### src/rtl/alu_cmd_sequencer.sv
// Issuing side of the 32-bit ALU: accepts one command, holds the ALU inputs stable, samples the
// result into a response slot and keeps a chaining accumulator. Optional saturation: ALU_SEQ_SAT_EN.
module alu_cmd_sequencer #(
  parameter int unsigned EXEC_WAIT = 1,
  parameter logic [31:0] ACC_INIT  = 32'h0
) (
  input  logic        clk,
  input  logic        resetn,
  input  logic        cmd_valid,
  output logic        cmd_ready,
  input  logic [3:0]  cmd_op,
  input  logic [31:0] cmd_a,
  input  logic [31:0] cmd_b,
  input  logic        cmd_use_acc,
  input  logic        acc_clr,
  output logic [31:0] alu_op1,
  output logic [31:0] alu_op2,
  output logic [3:0]  alu_opcode,
  input  logic [31:0] alu_result,
  input  logic        alu_zero,
  input  logic        alu_ovf,
  output logic        rsp_valid,
  input  logic        rsp_ready,
  output logic [31:0] rsp_result,
  output logic        rsp_zero,
  output logic        rsp_ovf,
  output logic        rsp_illegal,
  output logic [31:0] acc
);

  localparam int unsigned DW  = 32;
  localparam int unsigned OPW = 4;
  localparam int unsigned CW  = 4;

  localparam logic [1:0] S_IDLE = 2'd0;
  localparam logic [1:0] S_EXEC = 2'd1;
  localparam logic [1:0] S_RESP = 2'd2;

  localparam logic [OPW-1:0] OP_SRL  = 4'b0000;
  localparam logic [OPW-1:0] OP_SLL  = 4'b0001;
  localparam logic [OPW-1:0] OP_SRA  = 4'b0010;
  localparam logic [OPW-1:0] OP_SLA  = 4'b0011;
  localparam logic [OPW-1:0] OP_ADD  = 4'b0100;
  localparam logic [OPW-1:0] OP_SUB  = 4'b0101;
  localparam logic [OPW-1:0] OP_MUL  = 4'b0110;
  localparam logic [OPW-1:0] OP_AND  = 4'b1000;
  localparam logic [OPW-1:0] OP_OR   = 4'b1001;
  localparam logic [OPW-1:0] OP_NOR  = 4'b1010;
  localparam logic [OPW-1:0] OP_NAND = 4'b1011;
  localparam logic [OPW-1:0] OP_XOR  = 4'b1100;

  localparam logic [DW-1:0] SAT_POS = 32'h7FFF_FFFF;
  localparam logic [DW-1:0] SAT_NEG = 32'h8000_0000;
  localparam logic [CW-1:0] CNT_LAST = CW'(EXEC_WAIT - 1);

  logic [1:0]     state_q, state_d;
  logic [CW-1:0]  cnt_q, cnt_d;
  logic           cmd_ready_q, cmd_ready_d;
  logic [DW-1:0]  alu_op1_q, alu_op1_d;
  logic [DW-1:0]  alu_op2_q, alu_op2_d;
  logic [OPW-1:0] alu_opcode_q, alu_opcode_d;
  logic           rsp_valid_q, rsp_valid_d;
  logic [DW-1:0]  rsp_result_q, rsp_result_d;
  logic           rsp_zero_q, rsp_zero_d;
  logic           rsp_ovf_q, rsp_ovf_d;
  logic           rsp_illegal_q, rsp_illegal_d;
  logic [DW-1:0]  acc_q, acc_d;

  logic           illegal_c;
  logic [DW-1:0]  sat_result_c;
  logic [DW-1:0]  final_result_c;
  logic           final_ovf_c;
  logic           unused_alu_zero;

  // Zero flag is rebuilt from the final result so it tracks saturation/illegal masking.
  assign unused_alu_zero = alu_zero;

  // Opcode legality of the command currently issued to the ALU.
  always_comb begin
    illegal_c = 1'b1;
    case (alu_opcode_q)
      OP_SRL, OP_SLL, OP_SRA, OP_SLA,
      OP_ADD, OP_SUB, OP_MUL,
      OP_AND, OP_OR, OP_NOR, OP_NAND, OP_XOR: illegal_c = 1'b0;
      default:                                 illegal_c = 1'b1;
    endcase
  end

`ifdef ALU_SEQ_SAT_EN
  // Clamp overflowing arithmetic toward the sign the true result would have had.
  always_comb begin
    sat_result_c = alu_result;
    if (alu_ovf) begin
      case (alu_opcode_q)
        OP_ADD, OP_SUB: sat_result_c = alu_op1_q[DW-1] ? SAT_NEG : SAT_POS;
        OP_MUL:         sat_result_c = (alu_op1_q[DW-1] ^ alu_op2_q[DW-1]) ? SAT_NEG : SAT_POS;
        default:        sat_result_c = alu_result;
      endcase
    end
  end
`else
  assign sat_result_c = alu_result;
`endif

  assign final_result_c = illegal_c ? '0 : sat_result_c;
  assign final_ovf_c    = illegal_c ? 1'b0 : alu_ovf;

  // Next-state and next-output logic.
  always_comb begin
    state_d       = state_q;
    cnt_d         = cnt_q;
    alu_op1_d     = alu_op1_q;
    alu_op2_d     = alu_op2_q;
    alu_opcode_d  = alu_opcode_q;
    rsp_valid_d   = rsp_valid_q;
    rsp_result_d  = rsp_result_q;
    rsp_zero_d    = rsp_zero_q;
    rsp_ovf_d     = rsp_ovf_q;
    rsp_illegal_d = rsp_illegal_q;
    acc_d         = acc_q;
    cmd_ready_d   = 1'b0;

    case (state_q)
      S_IDLE: begin
        if (cmd_valid && cmd_ready_q) begin
          alu_op1_d    = cmd_use_acc ? acc_q : cmd_a;
          alu_op2_d    = cmd_b;
          alu_opcode_d = cmd_op;
          cnt_d        = '0;
          state_d      = S_EXEC;
        end
      end
      S_EXEC: begin
        cnt_d = cnt_q + CW'(1);
        if (cnt_q == CNT_LAST) begin
          rsp_valid_d   = 1'b1;
          rsp_result_d  = final_result_c;
          rsp_zero_d    = (final_result_c == '0);
          rsp_ovf_d     = final_ovf_c;
          rsp_illegal_d = illegal_c;
          if (!illegal_c) begin
            acc_d = final_result_c;
          end
          state_d = S_RESP;
        end
      end
      S_RESP: begin
        if (rsp_ready) begin
          rsp_valid_d = 1'b0;
          state_d     = S_IDLE;
        end
      end
      default: begin
        state_d     = S_IDLE;
        rsp_valid_d = 1'b0;
      end
    endcase

    // Clear beats a same-edge sample update; latched alu_op1 is left alone.
    if (acc_clr) begin
      acc_d = ACC_INIT;
    end
    cmd_ready_d = (state_d == S_IDLE);
  end

  always_ff @(posedge clk or negedge resetn) begin
    if (!resetn) begin
      state_q       <= S_IDLE;
      cnt_q         <= '0;
      cmd_ready_q   <= 1'b1;
      alu_op1_q     <= '0;
      alu_op2_q     <= '0;
      alu_opcode_q  <= '0;
      rsp_valid_q   <= 1'b0;
      rsp_result_q  <= '0;
      rsp_zero_q    <= 1'b0;
      rsp_ovf_q     <= 1'b0;
      rsp_illegal_q <= 1'b0;
      acc_q         <= ACC_INIT;
    end else begin
      state_q       <= state_d;
      cnt_q         <= cnt_d;
      cmd_ready_q   <= cmd_ready_d;
      alu_op1_q     <= alu_op1_d;
      alu_op2_q     <= alu_op2_d;
      alu_opcode_q  <= alu_opcode_d;
      rsp_valid_q   <= rsp_valid_d;
      rsp_result_q  <= rsp_result_d;
      rsp_zero_q    <= rsp_zero_d;
      rsp_ovf_q     <= rsp_ovf_d;
      rsp_illegal_q <= rsp_illegal_d;
      acc_q         <= acc_d;
    end
  end

  assign cmd_ready   = cmd_ready_q;
  assign alu_op1     = alu_op1_q;
  assign alu_op2     = alu_op2_q;
  assign alu_opcode  = alu_opcode_q;
  assign rsp_valid   = rsp_valid_q;
  assign rsp_result  = rsp_result_q;
  assign rsp_zero    = rsp_zero_q;
  assign rsp_ovf     = rsp_ovf_q;
  assign rsp_illegal = rsp_illegal_q;
  assign acc         = acc_q;

endmodule

### config.mk
export PLATFORM = sky130hd
export DESIGN_NAME = alu_cmd_sequencer
export DESIGN_NICKNAME = d
export VERILOG_FILES = /design/src/rtl/alu_cmd_sequencer.sv
export SDC_FILE = /design/constraint.sdc
export NUM_CORES = 1
export LEC_CHECK = 0
export BUFFER_PORTS_ARGS = -buffer_cell sky130_fd_sc_hd__buf_2
export CORE_UTILIZATION = 52
export CTS_BUF_LIST = sky130_fd_sc_hd__clkbuf_16
export DETAILED_ROUTE_END_ITERATION = 7
export PLACE_DENSITY = 0.86
export RECOVER_POWER = 25
export SLEW_MARGIN = 20
export SYNTH_ARGS = -nofsm -noshare
export SYNTH_HDL_FRONTEND = slang
export SYNTH_SLANG_ARGS = --single-unit
### constraint.sdc
create_clock -name clk -period 3.65 [get_ports clk]
set_input_delay 0.9125 -clock clk [delete_from_list [all_inputs] [get_ports clk]]
set_output_delay 0.9125 -clock clk [all_outputs]
set_load 0.02 [all_outputs]
==> After elaboration in Yosys (flattened, before gate mapping) <==
Memory sizes are Yosys's and may differ from the RTL's.
Index checks and enable logic that the tools add are counted.
{ "classes": {"addsub": 1, "n_mul": 0, "div_mod_pow": 0, "n_lt_le_gt_ge": 0, "eq_ne": 6, "n_shift": 0, "n_mux": 16, "n_bitwise": 1, "reduce_logical": 13} }
{ "op_table": {"columns": ["cell", "count"], "rows": [
  ["32-bit two-way mux", 6],
  ["32-bit logical NOT", 1],
  ["2-bit != test, second input constant", 4],
  ["4-bit one-hot mux with 2 select lines", 1],
  ["2-bit two-way mux", 3],
  ["2-bit one-hot mux with 3 select lines", 1],
  ["2-bit AND reduction", 3],
  ["3-bit AND reduction", 2],
  ["2-bit nonzero test", 3],
  ["4-bit by 1-bit adder with 4-bit output, second input constant", 1],
  ["2-bit logical NOT", 2],
  ["4-bit logical NOT", 1],
  ["4-bit two-way mux", 1],
  ["1-bit two-way mux", 3],
  ["1-bit one-hot mux with 3 select lines", 1],
  ["2-bit by 1-bit == test with 1-bit output, second input constant", 1],
  ["2-bit == test, second input constant", 1],
  ["1-bit logical AND", 1],
  ["1-bit inverter", 1]
]} }
{ "totals": {"reg_bits": 143, "latchBits": 0, "ramBits": 0, "mem_bits_ro": 16, "input_bits": 108, "elab_cells": 50, "n_memories": 1} }
{ "mem_list": {"columns": ["memory", "words", "width", "read_ports", "rd_clocked_by_memory_dff", "wr", "line", "source"], "rows": [
  ["(name not given)", 16, 1, 1, 0, 0, "81", "case (alu_opcode_q)"]
]} }

==> Depth between registers and ports, before layout <==
Gate-level depths: netlist (run 1).
An unclocked memory read counts as a cell.
{ "depth": {"depth_word": 6, "ltp_mapped": 9} }

==> Worst setup path after synthesis (run 1) <==
Ideal clock, no wire load.
{ "synth_timing": {"path_kind": "input -> register", "from": "input port cmd_valid", "to": "register alu_op1_q[23] (netlist: alu_op1[23])", "setup_time_ps": 137, "arrival_ps": 1918, "path_slack_ps": 1595, "stages": 5, "path_buffers": 2, "cell_sequence": "nand2_1 nor3_2 clkbuf_1 clkbuf_1 a21oi_1"} }
{ "synth_between": {"elab_chain_cells": 2} }
{ "synth_lines": {"columns": ["element", "line", "source"], "rows": [
  ["start, declared", "9", "input logic cmd_valid,"],
  ["1-bit logical AND", "125", "if (cmd_valid && cmd_ready_q) begin"],
  ["2-bit AND reduction (no source line)", null, null],
  ["end signal, assigned", "184", "alu_op1_q <= alu_op1_d;"],
  ["end, declared", "59", "logic [DW-1:0] alu_op1_q, alu_op1_d;"]
]} }
Every way passes these cells.
A chain may end at the register's enable or synchronous reset.

==> results of run 1 <==
## power by group
part	total, uW	leakage (uW)	internal, uW	switching (uW)
Clock	1760	0.000295	1130	638
Combinational	3000	0.00193	1070	1930
Sequential	2660	0.00178	2270	395
## stage by stage
step,cells,hold slack [ns]
2_1_floorplan,512,0.451
3_3_place_gp,870,0.454
3_5_place_dp,870,0.456
4_1_cts,901,0.435
5_1_grt,901,0.453
6_report,901,0.421
## cell families after synthesis
kind of cell | synth area share [%]
compound gates | 8.94
xor+xnor | 0.299
fa+ha+maj | 0.597
buf+inv | 2.60
flops | 61.1
mux | 12.4
simple gates | 14.1
## cells in the mapped netlist (all sizes together)
cell type	count	share of area, %
nor4	8	0.85
or3b	1	0.15
o21a	2	0.26
nor3	1	0.17
mux2i	32	5.5
a21o	1	0.13
nor2b	1	0.11
a21oi	64	7.3
o21ai	4	0.34
dfrtp	142	61
inv	2	0.13
buf	12	1.3
xor2	1	0.15
nand4	3	0.32
nand3b	1	0.13
nand2b	1	0.11
ha	2	0.43
o31ai	1	0.13
or2	1	0.11
xnor2	1	0.15
a22o	1	0.15
dfstp	1	0.45
nand2	135	9.9
mux2	36	6.9
a211oi	2	0.47
clkbuf	18	1.2
maj3	1	0.17
a211o	1	0.15
nor2	36	2.3
## final cells by class
cell class | instances | area share [%]
clock buffer | 17 | 5.48
clock inverter | 14 | 2.26
inverter | 2 | 0.0968
multi-input combinational | 337 | 27.6
sequential | 143 | 46.1
tap | 140 | 2.26
timing repair buffer | 248 | 16.2
## routing by layer
metal	share of wire, %	vias up	GRT usage [%]	wire length, um
li1	-	2191	-	-
met1	39	2305	31.3	5960
met2	51	221	46.2	7710
met3	7.9	23	7.90	1190
met4	1.8	0	10.3	274
met5	0	-	0	0
## layout by cell type, fill, tap and decap left out, drive strengths merged, types with 2 or more instances in the layout
cell type	instances
clkbuf	18
nor4	8
nand2	135
mux2i	32
mux2	36
o21a	2
a211oi	2
clkinvlp	2
buf	247
nor2	36
a21oi	64
inv	3
ha	2
nand4	3
o21ai	4
dfrtp	142
clkinv	7
bufinv	4
## how the worst max path moves through the flow
stage / slack (ns) / endpoint / depth (start not counted)
6_report: 1.30 / rsp_result[29] / 2
2_1_floorplan: 1.59 / alu_op1[23] / 5
4_1_cts: 1.23 / acc[6] / 6
5_1_grt: 0.85 / rsp_result[24] / 2
3_5_place_dp: 1.28 / acc[21] / 6
3_3_place_gp: 1.37 / acc[9] / 6
## sequential cells by signal, summed over array words and instances (netlist names)
signal / count
alu_opcode: 4
rsp_illegal: 1
rsp_zero: 1
rsp_valid: 1
acc: 32
alu_op2: 32
state_q: 2
cmd_ready: 1
rsp_ovf: 1
alu_op1: 32
rsp_result: 32
cnt_q: 4
==> flow_summary.ini, run 1 <==
[outcome]
outcome = complete, but fails checks
violations = max-capacitance violations, max-slew violations

[clock_tree]
clock_sinks = 143
root_buffer = clkbuf_16
cts_buffers = 17
clock_latency_ns = 0.41
cts_tree = built
post_cts_buffers = 0
cts_buffer_depth = 2
cts.clk_slew.worst_paths_ns = 0.06
cts_resized = 0
cts_max_level = 4
ctsHoldBuffers = 0

[global_route]
grt_remaining_overflow = 0
grt_max_degree = 69
antenna_found_initial = 0
grt_pass1_wl_mm = 23.3
grt_usage_pct = 26.7
grt_pass1_vias = 4780

[timing]
hold_viol = 0
fin_crit_sh_pct = 64.5
tns_ns = 0
period_minus_slack_ns = 2.35
worstMarginPinSlew_ns = 1.61
finClkSkew_ns = 0.00740
maxSlewViolCount = 69
maxSlewHeadroom_pct = -7.13
layout_setup_ws_ns = 1.30
fmax_mhz = 425
rsz0062_at_grt = no
setup_violations = 0

[hold_path]
hp-class = in2async

[logic_synthesis]
syn_nets = 622
synth.ff_latch_count = 143
synth_cell_type_count = 34
netlist_instances = 512
ys_seq_area_share_pct = 61.1
avgSynthCellArea_sq_um = 11.5
ys.warnings.count = 0
syn_area_sq_um = 5860

[place]
post-dp-hpwl_mm = 10.6
place.gp.congestion = 0.806
placed_cell_area_sq_um = 7170
dp_slack_ns = 1.28
port_buffers = 243

[route]
viasPerCell = 5.26
drt_iter0_markers = 246
firstDrtPassIters = 4
drt-wirelength-per-cell_um = 16.8
drc = 0
num_vias = 4740
postRouteAntennaNets = 0
wirelength_mm = 15.1

[die]
fp-row-count = 38
fp.dieH_um = 108
pin_count = 245
die_area_sq_um = 11700
coreArea_sq_um = 10900
die_x_um = 108
initial_core_util_pct = 53.6

[critical_path]
cpPeakStageDelay_ns = 1.25
cp_max_fo = 68
cp.required_ns = 3.88
path_buf_inv = 2
cp_slowest_cell = clkbuf_2
r2r_slack_ns = 1.33
arrival_ns = 2.58
r2r_end = rsp_zero
start_kind = input pin
crit_path_start = resetn
cp_cell_sequence = buf_6, clkbuf_2
rr_worst_depth = 7
endpoint_kind = asynchronous set/reset pin
r2r-start = cnt_q[0]
path_delay_family = buffers and inverters
path_class = in2async

[power]
power_density_nw_per_um2 = 957
peakVddDrop_mv = 0.582
total_leakage_power_uw = 0.00400
power_uw = 7430

[final_layout]
multi_input_area_sq_um = 2140
regArea_sq_um = 3580
synthToLayoutAreaGrowth_pct = 32.3
antennaDiodeCount = 0
nFillCells = 751
drive_above_1_share_pct = 49.3
utilization_pct = 70.9
design_area_sq_um = 7760
nets = 859

[run]
drv_cap = 1
Note: power is estimated with default switching activity, not from simulation.
==> inputs of run 2 (changes only) <==
- CORE_UTILIZATION: 52 -> 48
- PLACE_DENSITY: 0.86 -> 0.8
- clock period: 3.65 -> 2.2 ns (I/O delays scaled with it)
==> run 2 against run 1 <==
The flow still finishes with violations (max-capacitance violations, max-slew violations). Cell area up 2.3%. Via count increased by 0.23%. Utilization down 4.6 points. Register-to-register slack worse by 1.2 ns. Sequential share of layout area is 1.1 points lower. Clock power is 73% higher.
==> flow_summary.ini, run 2 (same netlist as run 1, synthesis figures left out) <==
[place]
port_buffers = 243
dp_slack_ns = 0.185
post-dp-hpwl_mm = 10.8
place.gp.congestion = 0.817

[final_layout]
nets = 866
drive_above_1_share_pct = 49.3
mostFrequentLayoutCells = 242 x buf_2, 142 x dfrtp_1, 106 x nand2_1, 36 x nor2_1, 36 x mux2_2
antennaDiodeCount = 0
layout_commonest_cell = buf_2
synthToLayoutAreaGrowth_pct = 35.4

[global_route]
grt_remaining_overflow = 0
grt_max_degree = 61
grt_pass1_vias = 4773
grt_pass1_wl_mm = 23.9
grt_usage_pct = 24.7
antenna_found_initial = 0

[die]
die_x_um = 113
fp.dieH_um = 113
coreArea_sq_um = 12000
fp-row-count = 40
pin_count = 245
initial_core_util_pct = 49.0
die_area_sq_um = 12700

[route]
firstDrtPassIters = 4
wirelength_mm = 14.9
drc = 0
drt_iter0_markers = 248
postRouteAntennaNets = 0
drt-wirelength-per-cell_um = 16.3
num_vias = 4751
viasPerCell = 5.20

[clock_tree]
cts_resized = 0
ctsHoldBuffers = 0
post_cts_buffers = 0
clock_sinks = 143
clock_latency_ns = 0.41
cts_buffers = 17
root_buffer = clkbuf_16
cts_tree = built
cts.clk_slew.worst_paths_ns = 0.06
cts_buffer_depth = 2
cts_max_level = 4

[timing]
worstMarginPinSlew_ns = 1.66
finClkSkew_ns = 0.0101
rsz0062_at_grt = no
setup_violations = 0
maxSlewViolCount = 35
tns_ns = 0
period_minus_slack_ns = 2.03
layout_setup_ws_ns = 0.169
hold_viol = 0
fin_crit_sh_pct = 92.3
fmax_mhz = 492
maxSlewHeadroom_pct = -10.9

[critical_path]
start_kind = flop
arrival_ns = 2.33
cp_max_fo = 22
path_class = reg2reg
endpoint_kind = flop
cp.required_ns = 2.50

[power]
power_density_nw_per_um2 = 1580
peakVddDrop_mv = 0.702
total_leakage_power_uw = 0.00406

[run]
drv_cap = 1

[outcome]
violations = max-capacitance violations, max-slew violations
outcome = complete, but fails checks

[hold_path]
hp-class = in2reg
## run 2: cell count changes in the layout (fill, tap and decap cells not counted), sizes merged
cell	delta
buf	+7
inv	-1
clkinv	-2
clkinvlp	+1
clkbuf	-1
bufinv	+1
dlygate4sd2	+1
## run 2: final cells by class
type / instances / area [sq um]
inverters: 2 / 7.51
multi-input cells: 337 / 2140
well taps: 147 / 184
clock inverters: 13 / 196
flip-flops and latches: 143 / 3580
repair buffers: 255 / 1410
fillers: 924 / 4020
clock buffers: 17 / 425
## run 2: where the power goes
group | internal [uW] | switching [uW]
combinational | 1890 | 3190
sequential | 3760 | 662
clock | 1980 | 1060
## run 2: metrics by stage
stage	utilization [%]	instances	cell area (sq um)	hold WS (ns)	power, uW
2_1_floorplan	-	512	5860	0.254	7680
3_3_place_gp	61.2	884	7320	0.455	9340
3_5_place_dp	61.2	884	7320	0.457	9570
4_1_cts	66.4	914	7940	0.0270	12700
5_1_grt	66.4	914	7940	0.348	13300
6_report	66.4	914	7940	0.364	12500
## run 2: metal layers
metal  vias to the layer above  share of wire (%)  global-route usage, %
met2                       212                 50                   41.8
li1                       2203                  -                      -
met4                         0                2.0                   9.42
met5                         -                  0                      0
met1                      2308                 41                   29.8
met3                        28                6.6                   7.40
## run 2: worst max-delay path, stage by stage, from the launching register on
cell and delay, ns:
dfrtp_1 0.42, inv_1 0.08, ha_1 0.14, or3b_1 0.44, or2_2 0.47, buf_12 0.22
nand2_1 0.08, nand2_1 0.06
## run 2: path summary, 6_finish.rpt
check / start / end / slack, ns / cells past startpoint
worst max-delay path: cnt_q[0] / rsp_result[4] / 0.17 / 7
worst min-delay path: alu_ovf / rsp_ovf / 0.36 / 2
worst max register to register: cnt_q[0] / rsp_result[4] / 0.17 / 7
worst min register to register: rsp_result[19] / rsp_result[19] / 0.48 / 2
max in group asynchronous: resetn / alu_op1[22] / 0.47 / 2
min in group asynchronous: resetn / alu_op2[18] / 0.71 / 1
==> inputs of run 3 (changes only) <==
- PLACE_DENSITY: 0.8 -> 0.84
==> run 3 against run 2 <==
The flow now finishes without violations. Global-route usage shrank 0.37 points. Power shrank 0.11%. Routed wire length grew 1.5%. Register-to-register slack lost 0.02 ns. Sequential power is essentially flat. Cell area is essentially flat. Sequential share of layout area is essentially flat. Combinational power is essentially flat. Setup slack lost 0.024 ns. Clock skew shrank 0.0045 ns. Final cell count grew 0.44%. Largest power group unchanged. Highest routed layer unchanged.
==> flow_summary.ini, run 3 (same netlist as run 1, synthesis figures left out) <==
[final_layout]
nets = 868
nFillCells = 924
drive_above_1_share_pct = 49.7
synthToLayoutAreaGrowth_pct = 35.5
mostFrequentLayoutCells = 242 x buf_2, 142 x dfrtp_1, 106 x nand2_1, 36 x nor2_1, 36 x mux2_2
layout_commonest_cell = buf_2
antennaDiodeCount = 0

[clock_tree]
ctsHoldBuffers = 0
cts_buffers = 17
cts_buffer_depth = 2
root_buffer = clkbuf_16
cts_max_level = 4
cts_tree = built
clock_sinks = 143
cts.clk_slew.worst_paths_ns = 0.06
clock_latency_ns = 0.41

[route]
postRouteAntennaNets = 0
num_vias = 4785
drc = 0
drt-wirelength-per-cell_um = 16.5
viasPerCell = 5.21
wirelength_mm = 15.1
drt_iter0_markers = 317
firstDrtPassIters = 4

[power]
power_uw = 12500
peakVddDrop_mv = 0.701
power_density_nw_per_um2 = 1580
pwr-share-comb_pct = 40.8
p_sw_uw = 4890
swShare_pct = 39.0
total_leakage_power_uw = 0.00409
power.internal_uw = 7640
pwr-share-clk_pct = 24.1
power_frac_seq_pct = 35.1

[place]
place.gp.congestion = 0.790
post-dp-hpwl_mm = 10.8
port_buffers = 243
dp_slack_ns = 0.126

[die]
initial_core_util_pct = 49.0
fp-row-count = 40
die_area_sq_um = 12700
die_x_um = 113
pin_count = 245
fp.dieH_um = 113
coreArea_sq_um = 12000

[critical_path]
start_kind = flop
cp_slowest_cell = dfrtp_1
path_buf_inv = 3
cp_cell_sequence = inv_1, ha_1, or3b_4, a211oi_4, buf_12, buf_12, nand2_2, a21oi_2
path_delay_family = simple AND/OR/NAND/NOR gates
path_class = reg2reg
cp_max_fo = 20
cp.required_ns = 2.54
r2r-start = cnt_q[0]
crit_path_start = cnt_q[0]
arrival_ns = 2.39
endpoint_kind = flop
crit_top_cell = buf_12
cpPeakStageDelay_ns = 0.42

[hold_path]
hp-class = in2reg
hold_start = alu_ovf

[timing]
rsz0062_at_grt = no
maxSlewViolCount = 0
maxSlewHeadroom_pct = 3.68
hold_viol = 0
fmax_mhz = 487
period_minus_slack_ns = 2.06
worstMarginPinSlew_ns = 1.44
setup_violations = 0
layout_setup_ws_ns = 0.145
finClkSkew_ns = 0.00564
tns_ns = 0
fin_crit_sh_pct = 93.4

[global_route]
grt_pass1_vias = 4900
grt_max_degree = 58
antenna_found_initial = 0
grt_pass1_wl_mm = 23.5
grt_usage_pct = 24.3
grt_remaining_overflow = 0

[outcome]
outcome = finished clean

[run]
drv_cap = 0
run 3: changes by cell type in the layout (fill, tap and decap cells not counted):
cell / previous run / this run
clkinv_4: 1 / 0
or3b_4: 0 / 1
dlygate4sd2_1: 1 / 0
buf_4: 4 / 7
clkbuf_2: 0 / 1
clkinvlp_4: 3 / 1
or3b_1: 1 / 0
clkinv_2: 0 / 3
buf_12: 8 / 7
inv_1: 2 / 4
inv_6: 0 / 1
clkinv_1: 4 / 3
run 3: final cells by class:
cell class | instances | area, sq um | share of cell area, %
well taps | 147 | 184 | 2.31
clock inverters | 15 | 200 | 2.52
inverters | 2 | 7.51 | 0.0945
multi-input cells | 337 | 2140 | 26.9
repair buffers | 257 | 1410 | 17.7
flip-flops and latches | 143 | 3580 | 45.1
clock buffers | 17 | 425 | 5.35
run 3: metrics by stage:
step | hold slack [ns] | utilization (%) | cell area [sq um] | cells
final | 0.366 | 66.4 | 7950 | 918
after global routing | 0.354 | 66.4 | 7950 | 918
after CTS | 0.107 | 66.5 | 7950 | 918
after detailed placement | 0.457 | 61.2 | 7320 | 886
after global placement | 0.456 | 61.2 | 7320 | 886
after floorplan | 0.254 | - | 5860 | 512
run 3: final timing paths:
kind / end / slack (ns) / depth (start not counted)
setup / recovery: acc[25] / 0.14 / 8
hold / removal: rsp_ovf / 0.37 / 2
setup reg to reg: acc[25] / 0.14 / 8
hold reg to reg: rsp_result[23] / 0.47 / 2
max in group asynchronous: rsp_result[4] / 0.74 / 2
min in group asynchronous: alu_op2[14] / 0.49 / 1
run 3: timing repair:
item,CTS,global route
endpoints found under the hold margin,0,0
setup endpoints to repair,0,1
gates resized for setup,0,1
buffers inserted,0,0
run 3: power by group through the flow:
stage	Clock, uW	Combinational [uW]	Sequential (uW)
CTS	3080	5140	4400
global placement	0	4950	4360
detailed placement	0	5100	4420
floorplan	0	1990	5690
finish	3020	5110	4400
global route	3190	5490	4530
run 3: routing by layer:
metal	vias up	share of wire [%]	track usage, %	wire length, um
met5	-	0	0	0
met4	0	2.7	11.3	416
met1	2329	40	28.0	6030
met2	209	51	42.4	7750
met3	38	6.3	6.48	953
li1	2209	-	-	-
